===== config.mk =====
export PLATFORM = sky130hd
export DESIGN_NAME = pipelined_prefix_adder
export DESIGN_NICKNAME = d
export VERILOG_FILES = /design/src/rtl/pipelined_prefix_adder.sv
export SDC_FILE = /design/constraint.sdc
export NUM_CORES = 1
export LEC_CHECK = 0
export ABC_AREA = 1
export CORE_MARGIN = 2
export CORE_UTILIZATION = 60
export CTS_CLUSTER_DIAMETER = 150
export DETAILED_ROUTE_END_ITERATION = 12
export PLACE_DENSITY = 0.9
export SLEW_MARGIN = 20
export SYNTH_ARGS = -nofsm -noshare
export SYNTH_HDL_FRONTEND = slang
export SYNTH_SLANG_ARGS = --single-unit

===== constraint.sdc =====
create_clock -name clk -period 2.6 [get_ports clk]
set_clock_uncertainty 0.2 [all_clocks]
set_input_delay 0.52 -clock clk [delete_from_list [all_inputs] [get_ports clk]]
set_output_delay 0.52 -clock clk [all_outputs]
set_load 0.02 [all_outputs]

===== src/rtl/pipelined_prefix_adder.sv =====
// Three-stage Kogge-Stone adder/subtractor with valid/ready handshake on both sides.
// Carry-in is folded into bit 0's generate so the tree spans exactly log2(WIDTH) levels.
module pipelined_prefix_adder #(
    parameter int WIDTH = 32,
    parameter int TAG_W = 4
) (
    input  logic             clk,
    input  logic             rst,
    input  logic             in_valid,
    output logic             in_ready,
    input  logic [WIDTH-1:0] a,
    input  logic [WIDTH-1:0] b,
    input  logic             cin,
    input  logic             sub,
    input  logic [TAG_W-1:0] tag,
    output logic             out_valid,
    input  logic             out_ready,
    output logic [WIDTH-1:0] sum,
    output logic             cout,
    output logic             ovf,
    output logic             zero,
    output logic [TAG_W-1:0] out_tag
);

    localparam int LOG = $clog2(WIDTH);
    localparam int L1  = (LOG + 1) / 2;

    logic             v1, v2, v3;
    logic             adv1, adv2, adv3;
    logic [WIDTH-1:0] p1, g1;
    logic             c01;
    logic [TAG_W-1:0] tag1;
    logic [WIDTH-1:0] p2, gg2, pp2;
    logic             c02;
    logic [TAG_W-1:0] tag2;
    logic [WIDTH-1:0] b_eff;
    logic             c0;
    logic [WIDTH-1:0] tree1_g, tree1_p;
    logic [WIDTH-1:0] tree2_g;
    logic [WIDTH-1:0] sum_n;

    assign adv3      = !v3 || out_ready;
    assign adv2      = !v2 || adv3;
    assign adv1      = !v1 || adv2;
    assign in_ready  = adv1;
    assign out_valid = v3;

    assign b_eff = b ^ {WIDTH{sub}};
    assign c0    = cin ^ sub;

    always_ff @(posedge clk) begin
        if (rst) begin
            v1   <= 1'b0;
            p1   <= '0;
            g1   <= '0;
            c01  <= 1'b0;
            tag1 <= '0;
        end else if (adv1) begin
            v1 <= in_valid;
            if (in_valid) begin
                p1   <= a ^ b_eff;
                g1   <= a & b_eff;
                c01  <= c0;
                tag1 <= tag;
            end
        end
    end

    // Low levels of the tree; c0 enters as a grey cell merged into bit 0.
    always_comb begin : tree_lo
        logic [WIDTH-1:0] gt, pt, ones;
        ones  = '1;
        gt    = g1;
        pt    = p1;
        gt[0] = g1[0] | (p1[0] & c01);
        for (int unsigned lvl = 0; lvl < L1; lvl++) begin
            gt = gt | (pt & (gt << (1 << lvl)));
            pt = pt & ((pt << (1 << lvl)) | ~(ones << (1 << lvl)));
        end
        tree1_g = gt;
        tree1_p = pt;
    end

    always_ff @(posedge clk) begin
        if (rst) begin
            v2   <= 1'b0;
            p2   <= '0;
            gg2  <= '0;
            pp2  <= '0;
            c02  <= 1'b0;
            tag2 <= '0;
        end else if (adv2) begin
            v2 <= v1;
            if (v1) begin
                p2   <= p1;
                gg2  <= tree1_g;
                pp2  <= tree1_p;
                c02  <= c01;
                tag2 <= tag1;
            end
        end
    end

    always_comb begin : tree_hi
        logic [WIDTH-1:0] gt, pt;
        gt = gg2;
        pt = pp2;
        for (int unsigned lvl = L1; lvl < LOG; lvl++) begin
            gt = gt | (pt & (gt << (1 << lvl)));
            pt = pt & ((pt << (1 << lvl)) | ~({WIDTH{1'b1}} << (1 << lvl)));
        end
        tree2_g = gt;
    end

    // gt[i] is the carry into bit i+1; bit 0's carry is c0 itself.
    assign sum_n = p2 ^ {tree2_g[WIDTH-2:0], c02};

    always_ff @(posedge clk) begin
        if (rst) begin
            v3      <= 1'b0;
            sum     <= '0;
            cout    <= 1'b0;
            ovf     <= 1'b0;
            zero    <= 1'b1;
            out_tag <= '0;
        end else if (adv3) begin
            v3 <= v2;
            if (v2) begin
                sum     <= sum_n;
                cout    <= tree2_g[WIDTH-1];
                ovf     <= tree2_g[WIDTH-1] ^ tree2_g[WIDTH-2];
                zero    <= (sum_n == '0);
                out_tag <= tag2;
            end
        end
    end

endmodule


Word level (Yosys, flattened, before mapping)
Cells that the tools add are included.
- register bits: 212
- input port bits: 74
- output and inout bits: 41
- word-level logic and storage cells: 49
- bitwise operators: 22
- reduce and logical (&&, ||, !) cells: 10
- operator list (cell ; count):
    $and 32x32->32 ; 10
    $or 32x32->32 ; 5
    $xor 32x32->32 ; 3
    $logic_not 32->1 ; 1
    $reduce_and 2->1 ; 3
    $logic_not 1->1 ; 3
    $logic_or 1x1->1 ; 3
    $xor 1x1->1 ; 2
    $and 1x1->1 ; 1
    $or 1x1->1 ; 1

Longest topological paths before layout
Gate-level depths: netlist (run 1).
- word-level depth: 8
- mapped depth: 11
- mapped depth without buffers: 11

Least setup slack after synthesis (run 1)
OpenSTA, ideal clock, no wires.
- path kind: input to register
- start: input port sub
- end: register p1[17]
- setup time: 0.119 ns
- arrival: 1.497 ns
- data required time: 2.281 ns
- setup slack: 0.783 ns
- stages: 6
- path through: buf_2 > buf_2 > xor2_1 > ha_1 > o21ai_0 > a21oi_1
- word-level cells in the longest chain between the ends: 2
- ends and longest elaborated chain (what ; line ; text):
    start, declared ; 14 ; input logic sub,
    $xor 32x32->32 ; 48 ; assign b_eff = b ^ {WIDTH{sub}};
    $xor 32x32->32 ; 61 ; p1 <= a ^ b_eff;
    end signal, assigned ; 61 ;
    end, declared ; 30 ; logic [WIDTH-1:0] p1, g1;
Every way passes these cells.
A chain may end at the register's enable or synchronous reset.

Worst setup path after layout (run 1)
- start: input port out_ready
- end: output port in_ready
- word-level cells in the longest chain between the ends: 3
- ends and longest elaborated chain (what ; line ; text):
    start, declared ; 17 ; input logic out_ready,
    $logic_or 1x1->1 ; 42 ; assign adv3 = !v3 || out_ready;
    $logic_or 1x1->1 ; 43 ; assign adv2 = !v2 || adv3;
    $logic_or 1x1->1 ; 44 ; assign adv1 = !v1 || adv2;
    end, declared ; 10 ; output logic in_ready,
Every way passes these cells.

==> flow_summary.yaml, run 1 <==
outcome:
  status: "finished, final reports clean"
power:
  p_int_mw: 5.29
  pwr_density_cell_nw_per_um2: 637
  comb_power_share_pct: 14.6
  ir_worst_vdd_v: 0.000372
  p_clk_share_pct: 37.3
  sw_frac_of_total_pct: 26.9
  switchingPower_mw: 1.94
  power_leakage_nw: 4.68
  p_seq_share_pct: 48.2
final_layout:
  synthToLayoutAreaGrowth_pct: 19.4
  antenna_cells: 0
  layout-drive-gt1-share_pct: 5.48
  fin_area_um2: 11300
  final_cells: 1604
  nNetsFinal: 1482
die:
  fp.dieArea_um2: 16900
  fp.dieW_um: 130
  initial_utilization_pct: 60.7
  fp-row-count: 46
  io_pins: 115
  core_um2: 15700
  die_h_um: 130
route:
  antenna_left: 0
  vias_per_cell: 5.60
  drtIter0Drc: 852
  drtPass1Iterations: 6
  routedWlPerCell_um: 15.1
  routed_wl_mm: 24.3
  drc: 0
  num_vias: 8988
synthesis:
  synth_area_leader_cell: "dfxtp_1"
  ys_seq_elements: 204
  ys_seq_area_share_pct: 43.0
  netlist.area_leader.share_pct: 43.0
  syn-num-nets: 1396
  synth_common_cells: "230 x nor2_1, 215 x nand2_1, 204 x dfxtp_1, 175 x o21ai_0, 136 x a21oi_1"
  syn_area_per_cell_um2: 7.37
  async_flop_share_pct: 0
  synthDistinctLibCells: 32
  synth_area_um2: 9500
  synthCells: 1290
  ys_top_cells_by_area: "dfxtp_1 43%, o21ai_0 9.2%, nor2_1 9.1%"
  synth_edf_count: 0
  ys_warn_count: 0
  synthFlopType: "dfxtp_1"
  yosysMostFrequentCell: "nor2_1"
worst_setup_path:
  crit_start: "out_ready"
  startpoint_type: "input port"
  cp_data_arrival_time_ns: 1.72
  rr_endpoint: "gg2[3]$_SDFFE_PP0P_"
  critPathKind: "in -> out"
  worstSetupEndpointType: "output pin"
  cp_max_fo: 3
  cp_data_required_time_ns: 1.88
  r2r_setup_slack_ns: 0.78
  r2r_start: "p1[0]$_SDFFE_PP0P_"
  reg2regPathDepth: 8
  crit_end: "in_ready"
placement:
  place_area_um2: 10700
  dp.cells: 1570
  numPortBuffers: 114
  dp_hpwl_mm: 17.7
  gp_congestion: 0.958
global_route:
  grt_pass1_wl_mm: 39.6
  gr-total-overflow: 0
  grt_max_degree: 115
  grt.total_usage_pct: 29.1
  antenna_found_initial: 0
  grt_pass1_vias: 8228
sta:
  min_period_over_period_pct: 93.9
  max_slew.worst_pin.slew_ns: 0.628
  layout_min_cycle_time_ns: 2.44
  slew_violations: 0
  hold_slack_ns: 0.266
  max_freq_ghz: 0.410
  grt_setup_unrepaired: "false"
  finalSetupViolations: 0
  hold_viol: 0
  fin_tns_setup_ns: 0
  max-slew-margin-rel_pct: 57.7
clock_tree:
  cts_root_buf: "clkbuf_16"
  post_cts_buffers: 0
  numClockSinks: 204
  hold_buffers: 0
  clkSlewWorstSetupHoldPaths_ns: 0.06
  cts_buffers: 20
  ctsResizeCount: 0
  clockBufferDepth: 3
  clk_latency_ns: 0.49
  cts_tree: "built"
  cts_max_level: 1
hold_path:
  hp-class: "reg -> reg"
flow_run:
  max_cap_viol_count: 0
metal layers:
metal	vias up	share of wire (%)	routed length, µm	global-route usage (%)
met5	-	0	0	0
li1	4418	-	-	-
met4	0	3.0	720	10.1
met1	4073	44	10600	41.1
met3	65	9.0	2190	3.36
met2	432	44	10800	46.4
power groups by stage:
stage          logic (mW)  registers [mW]  clock network [mW]
2_1_floorplan       0.636            3.52                   0
5_1_grt              1.18            3.50                2.84
4_1_cts              1.05            3.47                2.69
6_report             1.05            3.48                2.69
3_5_place_dp         1.03            3.54                   0
3_3_place_gp        0.992            3.53                   0
metrics by stage:
step	total power, mW	worst slack (ns)	util (%)
4_1_cts	7.21	0.152	72.5
2_1_floorplan	4.16	0.783	-
5_1_grt	7.51	0.121	72.5
3_5_place_dp	4.57	0.158	68.7
3_3_place_gp	4.53	0.173	68.7
6_report	7.23	0.158	72.5
worst max-delay path, stage by stage:
cell             delay (ns)
clkdlybuf4s50_1        0.47
inv_2                  0.06
nand4_2                0.07
clkdlybuf4s50_1        0.60
worst min-delay path by stage:
| stage | start | cells past startpoint | to | slack, ns |
|---|---|---|---|---|
| final | g1[1]$_SDFFE_PP0P_ | 2 | g1[1]$_SDFFE_PP0P_ | 0.27 |
| after global routing | g1[1]$_SDFFE_PP0P_ | 2 | g1[1]$_SDFFE_PP0P_ | 0.28 |
| after CTS | g1[1]$_SDFFE_PP0P_ | 2 | g1[1]$_SDFFE_PP0P_ | 0.26 |
| after detailed placement | g1[1]$_SDFFE_PP0P_ | 2 | g1[1]$_SDFFE_PP0P_ | 0.25 |
| after global placement | p2[4]$_SDFFE_PP0P_ | 2 | p2[4]$_SDFFE_PP0P_ | 0.25 |
| after floorplan | g1[0]$_SDFFE_PP0P_ | 2 | g1[0]$_SDFFE_PP0P_ | 0.22 |
registers in the layout (all words and copies together), names as in the netlist, 4 cells and up:
| signal | cells |
|---|---|
| g1 | 32 |
| gg2 | 32 |
| p1 | 32 |
| p2 | 32 |
| sum | 32 |
| pp2 | 24 |
| out_tag | 4 |
| tag1 | 4 |
| tag2 | 4 |
cells in the final DEF, fill, tap and decap left out, types with 3 or more instances in the layout:
master           instances
xor2_1                  32
xnor2_1                  5
buf_4                    9
nand3_1                 56
a221oi_2                14
dfxtp_1                204
o21ai_1                  4
inv_2                    4
clkbuf_16               21
nor2_1                 230
a31oi_1                  8
ha_1                    32
nor3_1                   3
o211ai_1                 4
buf_12                   9
o21ai_0                175
a21oi_1                136
clkinv_2                 6
clkdlybuf4s50_1        112
nand2_1                215
inv_1                   88
clkbuf_1                 6
cell type report:
type | count | area (µm²)
multi-input cells | 925 | 4670
inverters | 93 | 350
clock buffers | 29 | 576
well taps | 216 | 270
repair buffers | 132 | 1380
fillers | 1241 | 4310
flip-flops and latches | 204 | 4080
clock inverters | 5 | 25.0
logic make-up (layout without fill, tap and decap cells):
logic type                 Yosys count  in the layout  synth area share, %
AOI/OAI and AO/OA                  345            345                 20.2
adders and majority gates           32             32                 4.21
xor gates and xnor gates            37             37                 3.41
DFF                                204            204                 43.0
and+or+nand+nor                    511            511                 21.3
buffers and inverters              161            259                 7.98
Power figures use the tool's default switching activity.
==> run 2: changes to the inputs <==
==> constraint.sdc (replaced) <==
create_clock -name clk -period 2.6 [get_ports clk]
set_clock_uncertainty 0.2 [all_clocks]
set_input_delay 0.26 -clock clk [delete_from_list [all_inputs] [get_ports clk]]
set_output_delay 0.26 -clock clk [all_outputs]
set_load 0.02 [all_outputs]
==> run 2 against run 1 <==
Against the previous run:
- register-to-register slack barely moved
- sequential cell count did not move
- first-iteration DRC count rose by 7.6%
- clock power rose by 7%
- utilization barely moved
- global-route usage fell by 0.61 points
- critical path depth fell by 2
- cell area barely moved
- total power rose by 2.2%
- sequential power barely moved
- critical endpoint unchanged
- largest cell class unchanged
==> flow_summary.yaml, run 2 (synthesized netlist as in run 1, its figures left out) <==
clock_tree:
  numClockSinks: 204
  cts_tree: "built"
  post_cts_buffers: 0
  cts_max_level: 1
  cts_root_buf: "clkbuf_16"
  hold_buffers: 0
  clkSlewWorstSetupHoldPaths_ns: 0.06
  clk_latency_ns: 0.49
  clockBufferDepth: 3
  ctsResizeCount: 0
  cts_buffers: 21
global_route:
  use_met2_pct: 44.3
  antenna_found_initial: 0
  grt.total_usage_pct: 28.4
  grt.busiest_layer: "met2"
  use_met3_pct: 4.67
  met1_usage_pct: 40.8
  grt_pass1_vias: 8104
  grt_max_degree: 81
  grt_pass1_wl_mm: 38.8
  gr-total-overflow: 0
die:
  fp.dieArea_um2: 16900
  initial_utilization_pct: 60.7
  fp.dieW_um: 130
  die_h_um: 130
  core_um2: 15700
  io_pins: 115
  fp-row-count: 46
worst_setup_path:
  critical_path.top_delay_family: "buffers and inverters"
  cp_num_buf_inv: 1
  startpoint_type: "flip-flop"
  reg2regPathDepth: 5
  cpPeakStageDelay_ns: 0.58
  slowest_stage: "clkdlybuf4s50_1"
  cp_max_fo: 4
  cp_cell_sequence: "nand4_2 -> clkdlybuf4s50_1"
  critPathKind: "reg -> out"
  worstSetupEndpointType: "output pin"
  cp.depth: 2
  cp_data_required_time_ns: 2.14
  cp_data_arrival_time_ns: 1.67
placement:
  gp_congestion: 0.931
  dp.cells: 1564
  numPortBuffers: 114
  place_area_um2: 10700
  dp_hpwl_mm: 17.4
power:
  ir_worst_vdd_v: 0.000488
  pwr_density_cell_nw_per_um2: 651
  finalPower_mw: 7.39
  power_leakage_nw: 4.67
final_layout:
  synthToLayoutAreaGrowth_pct: 19.5
  final_util_pct: 72.5
  fill_cells: 1217
  final_cells: 1599
  final_common_cell: "nor2_1"
  antenna_cells: 0
  final_cell_mix: "230 x nor2_1, 215 x nand2_1, 204 x dfxtp_1, 175 x o21ai_0, 136 x a21oi_1"
  multi_input_comb_area_um2: 4670
  fin_area_um2: 11400
  seqCellArea_um2: 4080
  nNetsFinal: 1477
  layout-drive-gt1-share_pct: 5.42
hold_path:
  hp-class: "in -> reg"
  hold_path_depth: 4
sta:
  grt_setup_unrepaired: "false"
  finalSetupViolations: 0
  layout_min_cycle_time_ns: 2.13
  max-slew-margin-rel_pct: 48.7
  max_slew.worst_pin.slew_ns: 0.770
  hold_viol: 0
  fin_tns_setup_ns: 0
  slew_violations: 0
  max_freq_ghz: 0.470
  min_period_over_period_pct: 81.8
route:
  num_vias: 8878
  antenna_left: 0
  routed_wl_mm: 24.0
  vias_per_cell: 5.55
  drc: 0
  drtPass1Iterations: 6
  routedWlPerCell_um: 15.0
  drtIter0Drc: 917
flow_run:
  max_cap_viol_count: 0
outcome:
  status: "finished, final reports clean"
==> run 2: changes by cell type in the layout (fill, tap and decap cells not counted) <==
cell	delta
buf_4	-5
clkbuf_8	+1
clkinv_8	+1
clkbuf_1	-4
bufinv_16	+1
buf_12	-1
clkinvlp_4	+2
==> run 2: cell type report <==
class,instances,share of cell area (%)
Sequential cell,204,36.0
Inverter,93,3.09
Multi-Input combinational cell,925,41.1
Timing Repair Buffer,126,11.6
Clock buffer,26,5.06
Clock inverter,9,0.761
Tap cell,216,2.38
==> run 2: power breakdown <==
part / switching, mW / total [mW] / internal, mW
logic: 0.604 / 1.04 / 0.433
clock network: 1.21 / 2.87 / 1.67
registers: 0.167 / 3.48 / 3.31
==> run 2: worst paths after layout <==
path	start	end	slack [ns]
setup reg to reg	out_valid$_SDFFE_PP0P_	p2[16]$_SDFFE_PP0P_	0.77
hold reg to reg	p2[3]$_SDFFE_PP0P_	p2[3]$_SDFFE_PP0P_	0.27
hold / removal	rst	gg2[31]$_SDFFE_PP0P_	0.18
setup / recovery	out_valid$_SDFFE_PP0P_	in_ready	0.47
==> run 2: per-stage QoR <==
step           hold WS, ns  setup slack [ns]
6_report             0.183             0.474
5_1_grt              0.220             0.413
4_1_cts              0.151             0.478
3_5_place_dp         0.254             0.473
3_3_place_gp         0.238             0.509
2_1_floorplan        0.223             0.970
==> run 2: routing by layer <==
| layer | vias up | routed length, µm |
|---|---|---|
| met3 | 47 | 2020 |
| met2 | 405 | 10500 |
| met4 | 0 | 598 |
| met5 | - | 0 |
| li1 | 4405 | - |
| met1 | 4021 | 10800 |
==> run 2: tightest hold or removal path, cell delays in order <==
cell	delay, ns
buf_2	0.12
clkinv_2	0.26
o211ai_1	0.15
inv_1	0.05
